[src/rtl/alu_multicycle_if.sv]
// Handshake bus between issue logic, the multicycle ALU and writeback.
`default_nettype none

interface alu_multicycle_if #(
  parameter int WIDTH = 32
);
  logic             inValid;
  logic             inReady;
  logic [WIDTH-1:0] a;
  logic [WIDTH-1:0] b;
  logic [2:0]       op;
  logic             outValid;
  logic             outReady;
  logic [WIDTH-1:0] result;
  logic             carryOut;
  logic             zero;
  logic             overflow;

  modport master (
    output inValid, a, b, op, outReady,
    input  inReady, outValid, result, carryOut, zero, overflow
  );

  modport slave (
    input  inValid, a, b, op, outReady,
    output inReady, outValid, result, carryOut, zero, overflow
  );
endinterface

`default_nettype wire

[src/rtl/alu_multicycle.sv]
// ==========================================================================
//  alu_multicycle
//  Registered ALU: single-cycle ADD/SUB/AND/XOR/SLT, shift-add MUL over WIDTH cycles.
//  Revision: 1.0
// ==========================================================================
`default_nettype none

module alu_multicycle #(
  parameter int WIDTH = 32
) (
  input  wire logic         clk,
  input  wire logic         resetN,
  alu_multicycle_if.slave   bus
);
  localparam int CW = $clog2(WIDTH + 1);
  localparam logic [2:0] OP_ADD = 3'b000;
  localparam logic [2:0] OP_SUB = 3'b001;
  localparam logic [2:0] OP_AND = 3'b010;
  localparam logic [2:0] OP_XOR = 3'b011;
  localparam logic [2:0] OP_SLT = 3'b100;
  localparam logic [2:0] OP_MUL = 3'b101;

  typedef enum logic [1:0] {
    IDLE = 2'd0,
    MUL  = 2'd1,
    DONE = 2'd2
  } state_t;

  state_t             state;
  logic [WIDTH-1:0]   mcand;
  logic [WIDTH-1:0]   mplier;
  logic [2*WIDTH-1:0] acc;
  logic [CW-1:0]      count;
  logic               out_valid;
  logic [WIDTH-1:0]   res;
  logic               carry;
  logic               zflag;
  logic               ovf;

  logic [WIDTH:0]     add_sum;
  logic [WIDTH:0]     sub_sum;
  logic [WIDTH-1:0]   alu_res;
  logic               alu_c;
  logic               alu_v;

  logic [2*WIDTH-1:0] step_src;
  logic [WIDTH-1:0]   step_m;
  logic               step_bit;
  logic [WIDTH:0]     step_hi;
  logic [2*WIDTH-1:0] step_acc;

  assign bus.inReady  = (state == IDLE);
  assign bus.outValid = out_valid;
  assign bus.result   = res;
  assign bus.carryOut = carry;
  assign bus.zero     = zflag;
  assign bus.overflow = ovf;

  always_comb begin
    add_sum = {1'b0, bus.a} + {1'b0, bus.b};
    sub_sum = {1'b0, bus.a} + {1'b0, ~bus.b} + {{WIDTH{1'b0}}, 1'b1};
    alu_res = '0;
    alu_c   = 1'b0;
    alu_v   = 1'b0;
    case (bus.op)
      OP_ADD: begin
        alu_res = add_sum[WIDTH-1:0];
        alu_c   = add_sum[WIDTH];
        alu_v   = (bus.a[WIDTH-1] == bus.b[WIDTH-1]) && (add_sum[WIDTH-1] != bus.a[WIDTH-1]);
      end
      OP_SUB: begin
        alu_res = sub_sum[WIDTH-1:0];
        alu_c   = sub_sum[WIDTH];
        alu_v   = (bus.a[WIDTH-1] != bus.b[WIDTH-1]) && (sub_sum[WIDTH-1] != bus.a[WIDTH-1]);
      end
      OP_AND:  alu_res = bus.a & bus.b;
      OP_XOR:  alu_res = bus.a ^ bus.b;
      OP_SLT:  alu_res = {{(WIDTH-1){1'b0}}, ($signed(bus.a) < $signed(bus.b))};
      default: alu_res = '0;
    endcase
  end

  // The first shift-add iteration happens on the accept edge so MUL latency is WIDTH.
  always_comb begin
    step_src = (state == IDLE) ? '0 : acc;
    step_m   = (state == IDLE) ? bus.a : mcand;
    step_bit = (state == IDLE) ? bus.b[0] : mplier[0];
    step_hi  = {1'b0, step_src[2*WIDTH-1:WIDTH]} + (step_bit ? {1'b0, step_m} : '0);
    step_acc = {step_hi, step_src[WIDTH-1:1]};
  end

  always_ff @(posedge clk or negedge resetN) begin
    if (!resetN) begin
      state     <= IDLE;
      mcand     <= '0;
      mplier    <= '0;
      acc       <= '0;
      count     <= '0;
      out_valid <= 1'b0;
      res       <= '0;
      carry     <= 1'b0;
      zflag     <= 1'b0;
      ovf       <= 1'b0;
    end else begin
      case (state)
        IDLE: begin
          if (bus.inValid) begin
            if (bus.op == OP_MUL) begin
              state  <= MUL;
              mcand  <= bus.a;
              mplier <= bus.b >> 1;
              acc    <= step_acc;
              count  <= CW'(WIDTH - 1);
            end else begin
              state     <= DONE;
              out_valid <= 1'b1;
              res       <= alu_res;
              carry     <= alu_c;
              zflag     <= (alu_res == '0);
              ovf       <= alu_v;
            end
          end
        end
        MUL: begin
          acc    <= step_acc;
          mplier <= mplier >> 1;
          count  <= count - 1'b1;
          if (count == CW'(1)) begin
            state     <= DONE;
            out_valid <= 1'b1;
            res       <= step_acc[WIDTH-1:0];
            carry     <= |step_acc[2*WIDTH-1:WIDTH];
            zflag     <= (step_acc[WIDTH-1:0] == '0);
            ovf       <= 1'b0;
          end
        end
        DONE: begin
          if (bus.outReady) begin
            state     <= IDLE;
            out_valid <= 1'b0;
          end
        end
        default: state <= IDLE;
      endcase
    end
  end
endmodule

`default_nettype wire

[src/flat_wrapper.sv]
// flat-port wrapper written by rule: the top's interface ports become plain ports
module alu_multicycle_flat 
#(
  parameter int WIDTH = 32
)
  (clk, resetN, bus_inValid, bus_a, bus_b, bus_op, bus_outReady, bus_inReady, bus_outValid, bus_result, bus_carryOut, bus_zero, bus_overflow);
  alu_multicycle_if #(.WIDTH(WIDTH)) bus_i ();
  input  wire logic clk;
  input  wire logic resetN;
  input wire logic [$bits(bus_i.inValid)-1:0] bus_inValid;
  input wire logic [$bits(bus_i.a)-1:0] bus_a;
  input wire logic [$bits(bus_i.b)-1:0] bus_b;
  input wire logic [$bits(bus_i.op)-1:0] bus_op;
  input wire logic [$bits(bus_i.outReady)-1:0] bus_outReady;
  output wire logic [$bits(bus_i.inReady)-1:0] bus_inReady;
  output wire logic [$bits(bus_i.outValid)-1:0] bus_outValid;
  output wire logic [$bits(bus_i.result)-1:0] bus_result;
  output wire logic [$bits(bus_i.carryOut)-1:0] bus_carryOut;
  output wire logic [$bits(bus_i.zero)-1:0] bus_zero;
  output wire logic [$bits(bus_i.overflow)-1:0] bus_overflow;
  assign bus_i.inValid = bus_inValid;
  assign bus_i.a = bus_a;
  assign bus_i.b = bus_b;
  assign bus_i.op = bus_op;
  assign bus_i.outReady = bus_outReady;
  assign bus_inReady = bus_i.inReady;
  assign bus_outValid = bus_i.outValid;
  assign bus_result = bus_i.result;
  assign bus_carryOut = bus_i.carryOut;
  assign bus_zero = bus_i.zero;
  assign bus_overflow = bus_i.overflow;
  alu_multicycle #(.WIDTH(WIDTH)) u_core (.clk(clk), .resetN(resetN), .bus(bus_i));
endmodule
[config.mk]
export PLATFORM = sky130hd
export DESIGN_NAME = alu_multicycle_flat
export DESIGN_NICKNAME = d
export VERILOG_FILES = /design/src/rtl/alu_multicycle_if.sv /design/src/rtl/alu_multicycle.sv /design/src/flat_wrapper.sv
export SDC_FILE = /design/constraint.sdc
export NUM_CORES = 1
export LEC_CHECK = 0
export ABC_AREA = 1
export ABC_CLOCK_PERIOD_IN_PS = 3630
export BUFFER_PORTS_ARGS = -buffer_cell sky130_fd_sc_hd__buf_2
export CORE_MARGIN = 2
export CORE_UTILIZATION = 47
export DETAILED_ROUTE_END_ITERATION = 10
export PLACE_DENSITY_LB_ADDON = 0.15
export SLEW_MARGIN = 20
export SYNTH_ARGS = -nofsm -noshare
export SYNTH_HDL_FRONTEND = slang
export SYNTH_SLANG_ARGS = --single-unit
[constraint.sdc]
create_clock -name clk -period 3.63 [get_ports clk]
set_clock_uncertainty 0.05 [all_clocks]
set_input_delay 0.726 -clock clk [delete_from_list [all_inputs] [get_ports clk]]
set_output_delay 0.726 -clock clk [all_outputs]
set_load 0.01 [all_outputs]
Word-level counts from Yosys, hierarchy flattened
Cells that the tools add are included.

storage, ports and cells
  bits in registers = 172
  bits of input ports = 71
  word-level logic and storage cells = 92

cells by class
  add/sub/neg operators = 5
  $lt $le $gt $ge = 1
  eq/ne operators = 17
  mux-type cells = 42
  bitwise gates (word level) = 3
  reduce and logical (&&, ||, !) cells = 14

operators with widths
  cell                     number
  $mux W32                 7
  $mux W64                 3
  $pmux W32 S5             1
  $pmux W32 S2             2
  $pmux W64 S2             1
  $add A32 B32 Y33         2
  $logic_not A32 Y1        2
  $add A32 B33 Y33         1
  $add A33 B1 Y33 const B  1
  $and A32 B32 Y32         1
  $lt A32 B32 Y1           1
  $not A32 Y32             1
  $reduce_or A32 Y1        1
  $xor A32 B32 Y32         1
  $mux W1                  14
  $mux W6                  2
  $pmux W6 S2              1
  $pmux W1 S2              5
  $reduce_and A3 Y1        3
  $mux W2                  4
  $eq A3 B2 Y1 const B     2
  $eq A3 B3 Y1 const B     2
  $eq A6 B1 Y1 const B     1
  $ne A2 B2 Y1 const B     3
  other kinds (16)         20

Depth between registers and ports, before layout
Gate-level depths: netlist of run 1.

  depth after elaboration = 9
  depth in mapped cells = 24

Worst setup path before layout of run 1
No wires, ideal clock.

  kind = register -> register
  start point = reg u_core.state[1]
  end point = reg u_core.carry (netlist: u_core.bus.carryOut)
  data arrival time = 3.315 ns
  required time = 3.463 ns
  path slack = 0.149 ns
  stages on the path, launching flop included = 23
  buffers on the path = 3
  cell sequence = dfrtp_1 > nor2_1 > clkbuf_1 > clkbuf_1 > buf_1 > nor2_1 > ha_1 > fa_1 > nand3_1 > nand2_1 > nand2_1 > nand2_1 > nand2_1 > nand2_1 > nand3_1 > nand2_1 > xor2_1 > nor2_1 > nand2_1 > nor2_1 > nand4_1 > nand2_1 > nand2_1

on the way
  word-level cells in the longest chain between the ends = 7

ends and longest elaborated chain
  what                                 RTL line                                    source
  start: declaration                   alu_multicycle.sv:29                        state_t state;
  start signal: assignment             alu_multicycle.sv:94                        state <= IDLE;
  start signal: assignment             alu_multicycle.sv:109                       state <= MUL;
  start signal: assignment             alu_multicycle.sv:115                       state <= DONE;
  $logic_not A2 Y1                     -
  $mux W32 or $mux W1 (tied branches)  alu_multicycle.sv:86, alu_multicycle.sv:87
  $mux W32                             alu_multicycle.sv:88                        step_hi = {1'b0, step_src[2*WIDTH-1:WIDTH]} + (step_bit ? {1'b0, step_m} : '0);
  $add A32 B33 Y33                     alu_multicycle.sv:88
  $reduce_or A32 Y1                    alu_multicycle.sv:132                       carry <= |step_acc[2*WIDTH-1:WIDTH];
  $mux W1                              alu_multicycle.sv:128                       if (count == CW'(1)) begin
  $pmux W1 S2                          alu_multicycle.sv:105                       case (state)
  end signal: assignment               alu_multicycle.sv:118                       carry <= alu_c;
  end signal: assignment               alu_multicycle.sv:132
  end: declaration                     alu_multicycle.sv:36                        logic carry;

Parallel ways exist; a longest one is shown, timed or not. The select of a mux whose other input is x is not followed.
A chain may end at the register's enable or synchronous reset.

Final worst setup path of run 1
Same ends and word-level chain as after synthesis.

==> out/metrics.cfg, run 1 <==
[setup_path]
cp.arrival_ns=3.86
critPathRequiredTime_ns=3.94
crit_type=reg2reg
critPathLaunchType=flip-flop
worst_setup_path_end_kind=flip-flop
cp_max_fo=11

[routing]
ant_nets=0
drt_wl_total_um=60900
wire_per_inst_um=19.1
first_iter_violations=1511
drc_errors=0
vias=17347
viasPerCell=5.44
drtPass1Iterations=6

[logic_synthesis]
synth_edf_count=0
ys_ff_latch=170
synth_area_mm2=0.0156
syn-instance-count=2538
seq_area_frac_synth_pct=27.3
synthArstFlopShare_pct=100
synth.net_count=2710
synth.top_cell.area_share_pct=27.3
yosysMostFrequentCell=nand2_1
synth_warnings=0
synth_cell_types=46
synthTopCellsByArea=dfrtp_1 (27%), nand2_1 (17%), inv_1 (10%)
yosys-top-cells-count=nand2_1 (714), inv_1 (428), nor2_1 (282)
syn_area_per_cell_um2=6.15
ys.flop_type=dfrtp_1
synth_top_cell_by_area=dfrtp_1

[power]
peakVddDrop_v=0.000374
clkPwrFrac_pct=16.4
p_seq_share_pct=23.2
internal-power_uw=6640
power.total_uw=12500
powerDensity_mw_per_mm2=677
combPwrFrac_pct=60.4
p_sw_uw=5850
p_leak_uw=0.00994
swShare_pct=46.8

[sta]
fmax_ghz=0.282
setup_violations=0
final_max_slew_viol_count=0
maxSlewHeadroom_pct=42.7
hold_viol_final=0
worst_slew_pin_slew_ns=0.859
fin_crit_sh_pct=97.8
timing.setup.tns_ns=0
setup_ws_ns=0.0800
min_period_ns=3.55
hold_slack_ns=0.0423

[grt]
grt_max_degree=80
grtUsageTotal_pct=35.3
grt_pass1_wl_um=91900
gr-total-overflow=0
antenna_found_initial=2
grt_pass1_vias=16060

[placement]
pre_cts_ws_ns=0.0208
place.gp.congestion=1.03
portBuffers=107
dpl.hpwl_um=48700

[min_path]
hold_class=in2async

[die]
coreArea_mm2=0.0326
die_w_um=186
ioPinCount=108
dieArea_mm2=0.0347
die_h_um=186
row_count=66
initial_core_util_pct=47.8

[clock_tree]
numCtsBuffers=17
cts_root_buf=clkbuf_16
cts_tree=yes
cts.reportedPaths.clkPinSlew_ns=0.08
clock_path_buffers=2
clock_sinks=170
h-tree-depth=4
clk_latency_ns=0.47
cts_hold_buf=0

[run_status]
status=finished clean

[flow_run]
cap_violations=0

[cells_and_area]
area_growth_pct=18.3
final_layout_size_suffix_gt1_share_pct=13.8
num-fill-cells=3423
final_util_pct=56.6
layout.nets=2903

-- registers in the layout (all words and copies together) (netlist names) --
signal and count:
u_core.acc 63, u_core.bus.result 32, u_core.mcand 32, u_core.mplier 31, u_core.count 6, u_core.state 2, u_core.bus.carryOut 1, u_core.bus.outValid 1
u_core.bus.overflow 1, u_core.bus.zero 1
-- metrics by stage --
stage | area (µm²) | std cells
global route | 18500 | 3188
detailed placement | 17400 | 3141
global placement | 17400 | 3141
floorplan | 15600 | 2538
CTS | 18100 | 3173
finish | 18500 | 3188
-- what timing repair did --
action	CTS	global route
buffers inserted	0	9
endpoints found under the setup margin	0	1
hold endpoints to repair	0	0
resized for setup	0	63
-- cell type report --
class | instances | area, µm² | area share (%)
antenna | 2 | 5.00 | 0.0271
clock buffer | 18 | 439 | 2.38
clock inverter | 14 | 204 | 1.11
inverter | 436 | 1640 | 8.88
multi-input combinational | 1842 | 9480 | 51.3
sequential | 170 | 4250 | 23.1
tap | 442 | 553 | 3.00
timing repair buffer | 264 | 1880 | 10.2
-- worst max-delay path, cell delays in order, from the launching register on --
cell,delay [ns]
dfrtp_1,0.41
nor2_4,0.21
buf_12,0.19
buf_4,0.20
o21ai_0,0.23
nand2_1,0.14
inv_1,0.05
ha_1,0.32
buf_4,0.14
nand2_1,0.07
nor2_1,0.16
inv_1,0.11
nor2_2,0.16
inv_1,0.06
nor2_1,0.16
nor2_1,0.06
nand2_1,0.08
xor2_1,0.11
nor2_1,0.12
nand2_1,0.07
nor2_1,0.10
nand4_1,0.10
nand2_1,0.09
nand2_1,0.05
-- final timing paths --
path / from / cells past startpoint / end / slack [ns]
worst max register to register: u_core.state[1]$_DFFE_PN0P_ / 23 / u_core.bus.carryOut$_DFFE_PN0P_ / 0.08
min in group clk: u_core.count[5]$_DFFE_PN0P_ / 1 / u_core.count[5]$_DFFE_PN0P_ / 0.42
worst min register to register: u_core.count[5]$_DFFE_PN0P_ / 1 / u_core.count[5]$_DFFE_PN0P_ / 0.42
max in group asynchronous: resetN / 2 / u_core.bus.result[3]$_DFFE_PN0P_ / 2.60
worst max-delay path: u_core.state[1]$_DFFE_PN0P_ / 23 / u_core.bus.carryOut$_DFFE_PN0P_ / 0.08
worst min-delay path: resetN / 1 / u_core.acc[32]$_DFFE_PN0P_ / 0.04
-- routing by layer --
layer	vias to the layer above	part of all wire (%)	global-route usage [%]
met1	8115	44	46.8
met5	-	0	0
met2	634	45	57.1
met4	0	4.6	16.0
met3	130	5.8	5.18
li1	8468	-	-
-- placed cells by master (no fill, tap or decap), types with 5 or more instances in the layout --
cell / instances
a21oi_1: 107
a21oi_2: 18
a22oi_1: 23
buf_12: 8
buf_2: 106
buf_4: 143
clkbuf_16: 20
clkinv_8: 5
dfrtp_1: 170
ha_1: 95
inv_1: 427
inv_2: 8
nand2_1: 703
nand2_2: 15
nand3_1: 158
nand4_1: 22
nor2_1: 271
nor2_2: 15
nor3_1: 25
nor4_1: 8
o211ai_1: 32
o21a_1: 10
o21ai_0: 214
o21ai_1: 8
o21bai_1: 17
o22ai_1: 31
xnor2_1: 7
xor2_1: 16
-- kinds of logic (layout without fill, tap and decap cells) --
kind of cell / Yosys count / count (layout) / share of synthesized area, %
other cells: 0 / 2 / 0
simple gates: 1234 / 1234 / 32.2
xor+xnor: 27 / 27 / 1.52
buf+inv: 526 / 732 / 13.4
flops: 170 / 170 / 27.3
fa+ha+maj: 101 / 101 / 8.24
compound gates: 480 / 480 / 17.4
-- power groups by stage --
stage	registers (µW)	logic, µW	clock network (µW)
finish	2900	7550	2050
global route	2970	8300	2150
CTS	2900	6970	2070
detailed placement	2920	6930	0
global placement	2910	6870	0
floorplan	2950	4000	0
Note: power is estimated with default switching activity, not from simulation.
==> run 2: changes to the inputs <==
- PLACE_DENSITY: unset -> 0.64
- PLACE_DENSITY_LB_ADDON: 0.15 -> unset
==> run 2 against run 1 <==
Compared with the run above:
- hold slack better by 0.19 ns
- register-to-register slack gained 0.12 ns
- largest cell class unchanged
- power down 7.5%
- core utilization shrank 2.4 points
- non-clock buffer count is 70 lower
- global-route usage down 0.085 points
- die area is the same
- critical endpoint unchanged
- largest power group unchanged
==> out/metrics.cfg, run 2 (synthesis gave the netlist of run 1 again) <==
[cells_and_area]
num-fill-cells=3372  ; -1.5%
final_util_pct=54.1  ; -2.4 points
top_register=u_core.acc
multiInputGateArea_mm2=0.00931  ; -1.7%
layout.nets=2833  ; -2.4%
area_growth_pct=13.2
final_layout_size_suffix_gt1_share_pct=9.99  ; -3.8 points
final-seq-area_mm2=0.00425  ; unchanged
final_common_cell=nand2_1
largest_reg_flops=63  ; unchanged
layout_common_cells=nand2_1 (713), inv_1 (427), nor2_1 (278)

[clock_tree]
clock_path_buffers=2  ; unchanged
clock_sinks=170  ; unchanged
cts_tree=yes
clk_latency_ns=0.47  ; about the same
h-tree-depth=4  ; unchanged
cts_root_buf=clkbuf_16
numCtsBuffers=17  ; unchanged
cts_hold_buf=0  ; unchanged
cts.reportedPaths.clkPinSlew_ns=0.09  ; about the same

[setup_path]
crit_type=reg2reg
cp.arrival_ns=3.73  ; -0.13 ns
reg2reg_from=u_core.state[1]$_DFFE_PN0P_
cp_max_fo=15  ; +4
rrSetupSlack_ns=0.20  ; +0.12 ns
critPathLaunchType=flip-flop
worst_setup_path_end_kind=flip-flop
critPathRequiredTime_ns=3.93  ; about the same
r2r_end=u_core.bus.carryOut$_DFFE_PN0P_
rr_worst_depth=18  ; -22%

[routing]
vias=17042  ; -1.8%
drc_errors=0  ; unchanged
dr_wl_met2_um=27200  ; -1.7%
first_iter_violations=1429  ; -5.4%
ant_nets=0  ; unchanged
drtPass1Iterations=6  ; unchanged
drt-met1-wl_um=26600  ; -1.1%
viasPerCell=5.47  ; +0.45%
drt_wl_total_um=59400  ; -2.4%
wire_per_inst_um=19.1  ; -0.17%
highest_layer=met4
wl_met3_um=3300  ; -6.6%

[placement]
dpl.hpwl_um=47900  ; -1.5%
pre_cts_ws_ns=-0.0177  ; -0.0386 ns
portBuffers=107  ; unchanged
place.gp.congestion=1.00  ; -2.3%

[sta]
setup_ws_ns=0.199  ; +0.119 ns
final_max_slew_viol_count=0  ; unchanged
worst_slew_pin_slew_ns=0.737  ; -0.122 ns
fmax_ghz=0.291  ; +3.5%
min_period_ns=3.43  ; -0.119 ns
fin_crit_sh_pct=94.5  ; -3.3 points
hold_slack_ns=0.229  ; +0.186 ns
rsz0062_at_grt=no
setup_violations=0  ; unchanged
maxSlewHeadroom_pct=50.9  ; +8.2 points
hold_viol_final=0  ; unchanged

[die]
coreArea_mm2=0.0326  ; unchanged
dieArea_mm2=0.0347  ; unchanged
initial_core_util_pct=47.8  ; unchanged
row_count=66  ; unchanged
die_h_um=186  ; unchanged
ioPinCount=108  ; unchanged
die_w_um=186  ; unchanged

[flow_run]
cap_violations=0  ; unchanged

[grt]
grt_max_degree=72  ; -10%
grtUsageTotal_pct=35.2  ; -0.085 points
antenna_found_initial=2  ; unchanged
gr-total-overflow=0  ; unchanged
grt_pass1_wl_um=91700  ; -0.16%
grt_pass1_vias=16029  ; -0.19%

[power]
powerDensity_mw_per_mm2=654  ; -3.4%
peakVddDrop_v=0.000393  ; +4.9%
p_leak_uw=0.00953  ; -4.1%

[run_status]
status=finished clean

[min_path]
hold_class=in2async

run 2: cell count changes in the layout (fill, tap and decap cells not counted), moves of 10 or more:
cell	previous run	this run
a21oi_1	107	118
nand2_2	15	5
a21oi_2	18	8
nand2_1	703	713
buf_4	143	81
run 2: cell type report:
cell class	instances	area share (%)
well taps	442	3.13
repair buffers	194	7.19
diodes	2	0.0283
clock buffers	17	2.41
clock inverters	15	1.15
inverters	436	9.27
flip-flops and latches	170	24.1
multi-input cells	1842	52.7
run 2: power breakdown:
| group | leakage (µW) | total [µW] | switching, µW | internal, µW |
|---|---|---|---|---|
| Combinational | 0.00707 | 6660 | 4350 | 2310 |
| Clock | 0.000303 | 1980 | 1030 | 955 |
| Sequential | 0.00216 | 2910 | 291 | 2610 |
run 2: worst max-delay path, cell delays in order, from the launching register on:
cell and delay [ns]:
dfrtp_1 0.42, nor2_4 0.13, buf_12 0.14, buf_4 0.25
buf_4 0.25, nor2_1 0.10, ha_1 0.42, a21oi_1 0.29
o21ai_0 0.18, o21bai_1 0.21, nor2_1 0.10, nand2_1 0.08
xor2_1 0.17, nor2_1 0.11, nand2_1 0.06, nor2_1 0.10
nand4_1 0.09, nand2_1 0.10, nand2_1 0.05
run 2: repair_timing:
action | CTS | global route
gates resized for setup | 0 | 13
setup buffers | 0 | 2
setup endpoints to repair | 0 | 1
run 2: metrics by stage:
step / std cells / TNS, ns / area (µm²) / total power (µW)
after floorplan: 2538 / 0 / 15600 / 6950
after global placement: 3082 / 0 / 17000 / 9360
after detailed placement: 3082 / -0.0177 / 17000 / 9400
after CTS: 3114 / 0 / 17600 / 11400
after global routing: 3118 / 0 / 17700 / 12500
final: 3118 / 0 / 17700 / 11600
run 2: how the worst max path moves through the flow:
stage                                            from                               to  slack [ns]
after floorplan           u_core.state[1]$_DFFE_PN0P_  u_core.bus.carryOut$_DFFE_PN0P_        0.15
after global placement                       bus_b[0]  u_core.bus.carryOut$_DFFE_PN0P_        0.06
after detailed placement                     bus_b[0]  u_core.bus.carryOut$_DFFE_PN0P_       -0.02
after CTS                 u_core.state[0]$_DFFE_PN0P_  u_core.bus.carryOut$_DFFE_PN0P_        0.11
after global routing      u_core.state[1]$_DFFE_PN0P_  u_core.bus.carryOut$_DFFE_PN0P_       0.007
final                     u_core.state[1]$_DFFE_PN0P_  u_core.bus.carryOut$_DFFE_PN0P_        0.20
run 2: metal layers:
| metal | vias to the layer above | track usage [%] |
|---|---|---|
| met2 | 600 | 57.5 |
| met1 | 7990 | 47.4 |
| met4 | 0 | 15.0 |
| li1 | 8337 | - |
| met5 | - | 0 |
| met3 | 115 | 3.86 |
